File: src/rtl/mem_arbiter.sv
// rtl/mem_arbiter.sv - single-port memory arbiter between a core port and a burst engine
// Core requests are single-cycle; the burst engine walks base..base+len-1 and alternates with the core on contention.
module mem_arbiter #(
  parameter int AW = 8,
  parameter int DW = 8
) (
  input  logic          CLK,
  input  logic          RST,
  input  logic          a_req,
  input  logic          a_we,
  input  logic [AW-1:0] a_addr,
  input  logic [DW-1:0] a_wdata,
  output logic          a_gnt,
  output logic [DW-1:0] a_rdata,
  input  logic          b_start,
  input  logic          b_we,
  input  logic [AW-1:0] b_base,
  input  logic [AW-1:0] b_len,
  input  logic [DW-1:0] b_wdata,
  output logic          b_ack,
  output logic [DW-1:0] b_rdata,
  output logic          b_busy,
  output logic          b_done,
  output logic [AW-1:0] mem_addr,
  output logic [DW-1:0] mem_wdata,
  output logic          mem_we,
  input  logic [DW-1:0] mem_rdata
);

  localparam logic [1:0] S_IDLE  = 2'd0;
  localparam logic [1:0] S_BURST = 2'd1;
  localparam logic [1:0] S_DONE  = 2'd2;
  localparam logic WIN_A = 1'b0;
  localparam logic WIN_B = 1'b1;
  localparam logic [AW-1:0] ONE = AW'(1);

  logic [1:0]    state_q, state_d;
  logic [AW-1:0] cnt_q, cnt_d;
  logic [AW-1:0] len_q, len_d;
  logic [AW-1:0] base_q, base_d;
  logic          we_q, we_d;
  logic          last_q, last_d;

  logic eng_req;
  logic a_win;
  logic b_win;

  assign eng_req = (state_q == S_BURST);

  // Reset masks every grant so nothing reaches memory while RST is high.
  always_comb begin
    a_win = 1'b0;
    b_win = 1'b0;
    if (!RST) begin
      if (a_req && eng_req) begin
        a_win = (last_q == WIN_B);
        b_win = (last_q == WIN_A);
      end else begin
        a_win = a_req;
        b_win = eng_req;
      end
    end
  end

  always_comb begin
    mem_addr  = '0;
    mem_wdata = '0;
    mem_we    = 1'b0;
    if (a_win) begin
      mem_addr  = a_addr;
      mem_wdata = a_wdata;
      mem_we    = a_we;
    end else if (b_win) begin
      mem_addr  = base_q + cnt_q;
      mem_wdata = b_wdata;
      mem_we    = we_q;
    end
  end

  assign a_gnt   = a_win;
  assign b_ack   = b_win;
  assign a_rdata = mem_rdata;
  assign b_rdata = mem_rdata;
  assign b_busy  = (state_q != S_IDLE);
  assign b_done  = (state_q == S_DONE) && !RST;

  always_comb begin
    state_d = state_q;
    cnt_d   = cnt_q;
    len_d   = len_q;
    base_d  = base_q;
    we_d    = we_q;
    last_d  = last_q;
    if (a_req && eng_req) begin
      last_d = a_win ? WIN_A : WIN_B;
    end
    case (state_q)
      S_IDLE: begin
        if (b_start) begin
          we_d    = b_we;
          base_d  = b_base;
          len_d   = b_len;
          cnt_d   = '0;
          state_d = (b_len != '0) ? S_BURST : S_DONE;
        end
      end
      S_BURST: begin
        if (b_win) begin
          cnt_d = cnt_q + ONE;
          if (cnt_q == len_q - ONE) begin
            state_d = S_DONE;
          end
        end
      end
      S_DONE:  state_d = S_IDLE;
      default: state_d = S_IDLE;
    endcase
  end

  always_ff @(posedge CLK) begin
    if (RST) begin
      state_q <= S_IDLE;
      cnt_q   <= '0;
      len_q   <= '0;
      base_q  <= '0;
      we_q    <= 1'b0;
      last_q  <= WIN_B;
    end else begin
      state_q <= state_d;
      cnt_q   <= cnt_d;
      len_q   <= len_d;
      base_q  <= base_d;
      we_q    <= we_d;
      last_q  <= last_d;
    end
  end

endmodule

File: config.mk
export PLATFORM = sky130hd
export DESIGN_NAME = mem_arbiter
export DESIGN_NICKNAME = d
export VERILOG_FILES = /design/src/rtl/mem_arbiter.sv
export SDC_FILE = /design/constraint.sdc
export NUM_CORES = 1
export LEC_CHECK = 0
export ABC_AREA = 1
export CAP_MARGIN = 40
export CORE_ASPECT_RATIO = 1.1
export CORE_MARGIN = 3
export CORE_UTILIZATION = 42
export CTS_CLUSTER_SIZE = 12
export DETAILED_ROUTE_END_ITERATION = 6
export PLACE_DENSITY = 0.8
export SYNTH_ARGS = -nofsm -noshare
export SYNTH_HDL_FRONTEND = slang
export SYNTH_SLANG_ARGS = --single-unit
File: constraint.sdc
create_clock -name CLK -period 2.1 [get_ports CLK]
set_input_delay 0.42 -clock CLK [delete_from_list [all_inputs] [get_ports CLK]]
set_output_delay 0.42 -clock CLK [all_outputs]
set_load 0.01 [all_outputs]
==> metrics.txt <==
core area=4684 um2; Worst Path Arrival=2030 ps; Syn Inst Count=299; Worst path slowest cell=dfxtp_1; Worst-Skew Late Latency=280 ps; share of layout cells above drive strength 1=28.24%; CTS Hold Buffers Added=0; Critical Path Max Stage Delay=340 ps; TritonRoute pass-1 iters=4; Slew Limit Fails=0; routed len/inst=13.71 um; # DRC=0; critical-path cell list=ha_1 > a21oi_1 > nand2_2 > nand2_2 > nand2_1 > nand2_1 > nand2_2 > a21oi_2 > o21ai_1 > nand2_1 > buf_2; top_reg_cell synth=dfxtp_1; clk root buf=clkbuf_8; CTS clk-pin slew, worst paths=100 ps; syn_nets=363; largest net degree at the start of global routing=23; grt ovf=0; Final period util=116.9%; total global-route track usage=21.13%; Slew @ Worst Pin=664.6 ps; total CTS buffers=3; # port buffers=66; site row count=26; CP required=1680 ps; Layout Skew=3.772 ps; Crit. End Element=output port; initial antenna violation count=0; register area share after synthesis=27.20%; Starting DRT DRC Count=120; Final WS setup=-354.8 ps; final wirelength=6060 um; via/cell ratio=5.081; Initial Utilization=43.99%; CP bufs+invs=1; outcome=finished with violations; # clock sinks=28; DR vias=2246; Max-Slew Margin vs Limit=55.64%; number of global-route vias before repair=2246; Async SR Flop Fraction=0%; failing checks=setup timing; Mapped Avg Cell Area=6.892 um2; area delta synth->final=46.75%; Max-Cap Viols=0; Netlist cell types=33; Crit path max-delay family=compound AO/OA/AOI/OAI gates; htree depth=1; Final setup viols=7; startpoint type of the worst setup path=flop; RSZ-0062 raised after global routing=yes; remaining antenna violation count=0; power density over the cells=661.4 nW/um2; Final GP Congestion=0.8553; maximum fanout along the worst path=4; fin nets=451; maximum VDD drop=0.0005195 V; worst slack, placed=-453.2 ps; static leakage=1.444 nW; number of synthesized flops with an enable pin=0; ant diodes=0; Syn. warnings=0; Fmax=407.4 MHz; Die Ht=79.47 um; Synth Register Bits=28; Tot Pwr=2.000 mW; IO Count=91; detailed placer's ending HPWL=4236 um; die area=5784 um2; die width=72.79 um; critical path type=reg -> out; Clock Tree Buf Depth=2; Worst Hold Class=reg -> reg; minimum clock period=2455 ps; Final Hold Violating Endpoints=0; first-pass GRT wire length=9839 um; Post-Synthesis Cell Area=2061 um2; CTS tree=done
## cell usage in the layout (no fill, tap or decap), types with 3 or more instances in the layout
cell type and n:
nand3_2 3, xor2_1 4, nor3_1 3, buf_6 5
a21oi_1 15, buf_2 9, nand4_1 4, o21ai_0 21
clkdlybuf4s50_1 44, a22o_1 11, clkbuf_8 4, nand2_4 3
xnor2_1 4, dfxtp_2 8, a21oi_2 4, clkbuf_2 9
inv_2 3, nand3_1 15, nor2_4 3, nor2_1 45
nand2_2 8, ha_1 6, nand2_1 48, dfxtp_1 19
buf_4 35, ha_4 3, o21ai_1 3, inv_1 24
## layer usage
metal	GRT usage (%)	share of wire [%]	vias up	routed length, um
li1	-	-	1137	-
met1	23.70	40	1035	2406
met2	38.99	53	58	3189
met3	4.156	5.4	16	327
met4	7.196	2.2	0	136
met5	0	0	-	0
## sequential cells by signal (all words and copies together) (netlist names)
name and flops:
base_q 8, cnt_q 8, last_q 1, len_q 8
state_q 2, we_q 1
## repair_timing
action / 4_1_cts / 5_1_grt
hold endpoints to repair: 0 / 0
cloned: 1 / 0
resized for setup: 78 / 30
buffers inserted: 12 / 4
pin swaps: 7 / 9
endpoints found under the setup margin: 20 / 20
## metrics by stage
stage | cell area (um2) | TNS (ps) | util [%] | cells | hold slack [ps]
2_1_floorplan | 2061 | 0 | - | 299 | 447.9
3_3_place_gp | 2803 | -7331 | 59.83 | 421 | 468.8
3_5_place_dp | 2803 | -7611 | 59.83 | 421 | 470.6
4_1_cts | 3007 | -909.3 | 64.18 | 438 | 486.0
5_1_grt | 3024 | -1778 | 64.56 | 442 | 532.9
6_report | 3024 | -1118 | 64.56 | 442 | 483.1
## final cells by class
| type | count | area [um2] |
|---|---|---|
| repair inverters | 1 | 7.507 |
| flip-flops and latches | 28 | 574.3 |
| well taps | 56 | 70.07 |
| clock buffers | 4 | 55.05 |
| repair buffers | 106 | 892.1 |
| fillers | 414 | 1660 |
| inverters | 29 | 116.4 |
| multi-input cells | 218 | 1309 |
## worst register-to-register path, cell delays in order, from the launching register on
cell,delay (ps)
dfxtp_1,340
inv_1,100
ha_1,320
nand2_1,70
inv_1,30
nor2_1,80
nand2_1,80
nor2_1,110
nand3_1,70
nor2_1,90
nand3_1,130
nand2_1,100
a21oi_2,50
## path summary, 6_finish.rpt
check	slack [ps]	cells after the start	start	endpoint
setup / recovery	-350	11	base_q[3]	mem_addr[6]
hold / removal	480	2	len_q[1]	len_q[1]
setup reg to reg	430	12	len_q[0]	state_q[0]
hold reg to reg	480	2	len_q[1]	len_q[1]
## cells by family after synthesis
group / synth area share (%)
xor+xnor: 3.400
compound gates: 17.37
simple gates: 31.88
buf+inv: 13.72
fa+ha+maj: 6.436
flops: 27.20
## power breakdown
group          internal [mW]  total, mW  switching, mW
clock                  0.168      0.344          0.176
sequential             0.614      0.681         0.0661
combinational          0.451      0.975          0.524
total                   1.23       2.00          0.766
## cells in the mapped netlist, types with 2 or more instances
| library cell | n | area [um2] |
|---|---|---|
| nor2_2 | 2 | 12.51 |
| nor2_4 | 3 | 33.78 |
| inv_2 | 4 | 15.01 |
| clkbuf_1 | 2 | 7.510 |
| ha_1 | 9 | 112.6 |
| xnor2_1 | 4 | 35.03 |
| xor2_1 | 4 | 35.03 |
| buf_6 | 2 | 22.52 |
| nand2_4 | 3 | 33.78 |
| inv_1 | 24 | 90.09 |
| dfxtp_1 | 28 | 560.5 |
| or2_2 | 3 | 18.77 |
| nand2_1 | 56 | 210.2 |
| nor3_1 | 3 | 15.01 |
| o21ai_0 | 24 | 120.1 |
| nand3_4 | 2 | 35.03 |
| nor2_1 | 45 | 168.9 |
| buf_4 | 16 | 120.1 |
| a22o_1 | 11 | 96.34 |
| nand3_1 | 18 | 90.09 |
| a32o_1 | 2 | 20.02 |
| a21oi_1 | 18 | 90.09 |
| nand4_1 | 4 | 25.02 |
| buf_2 | 3 | 15.01 |
Power figures use the tool's default switching activity.
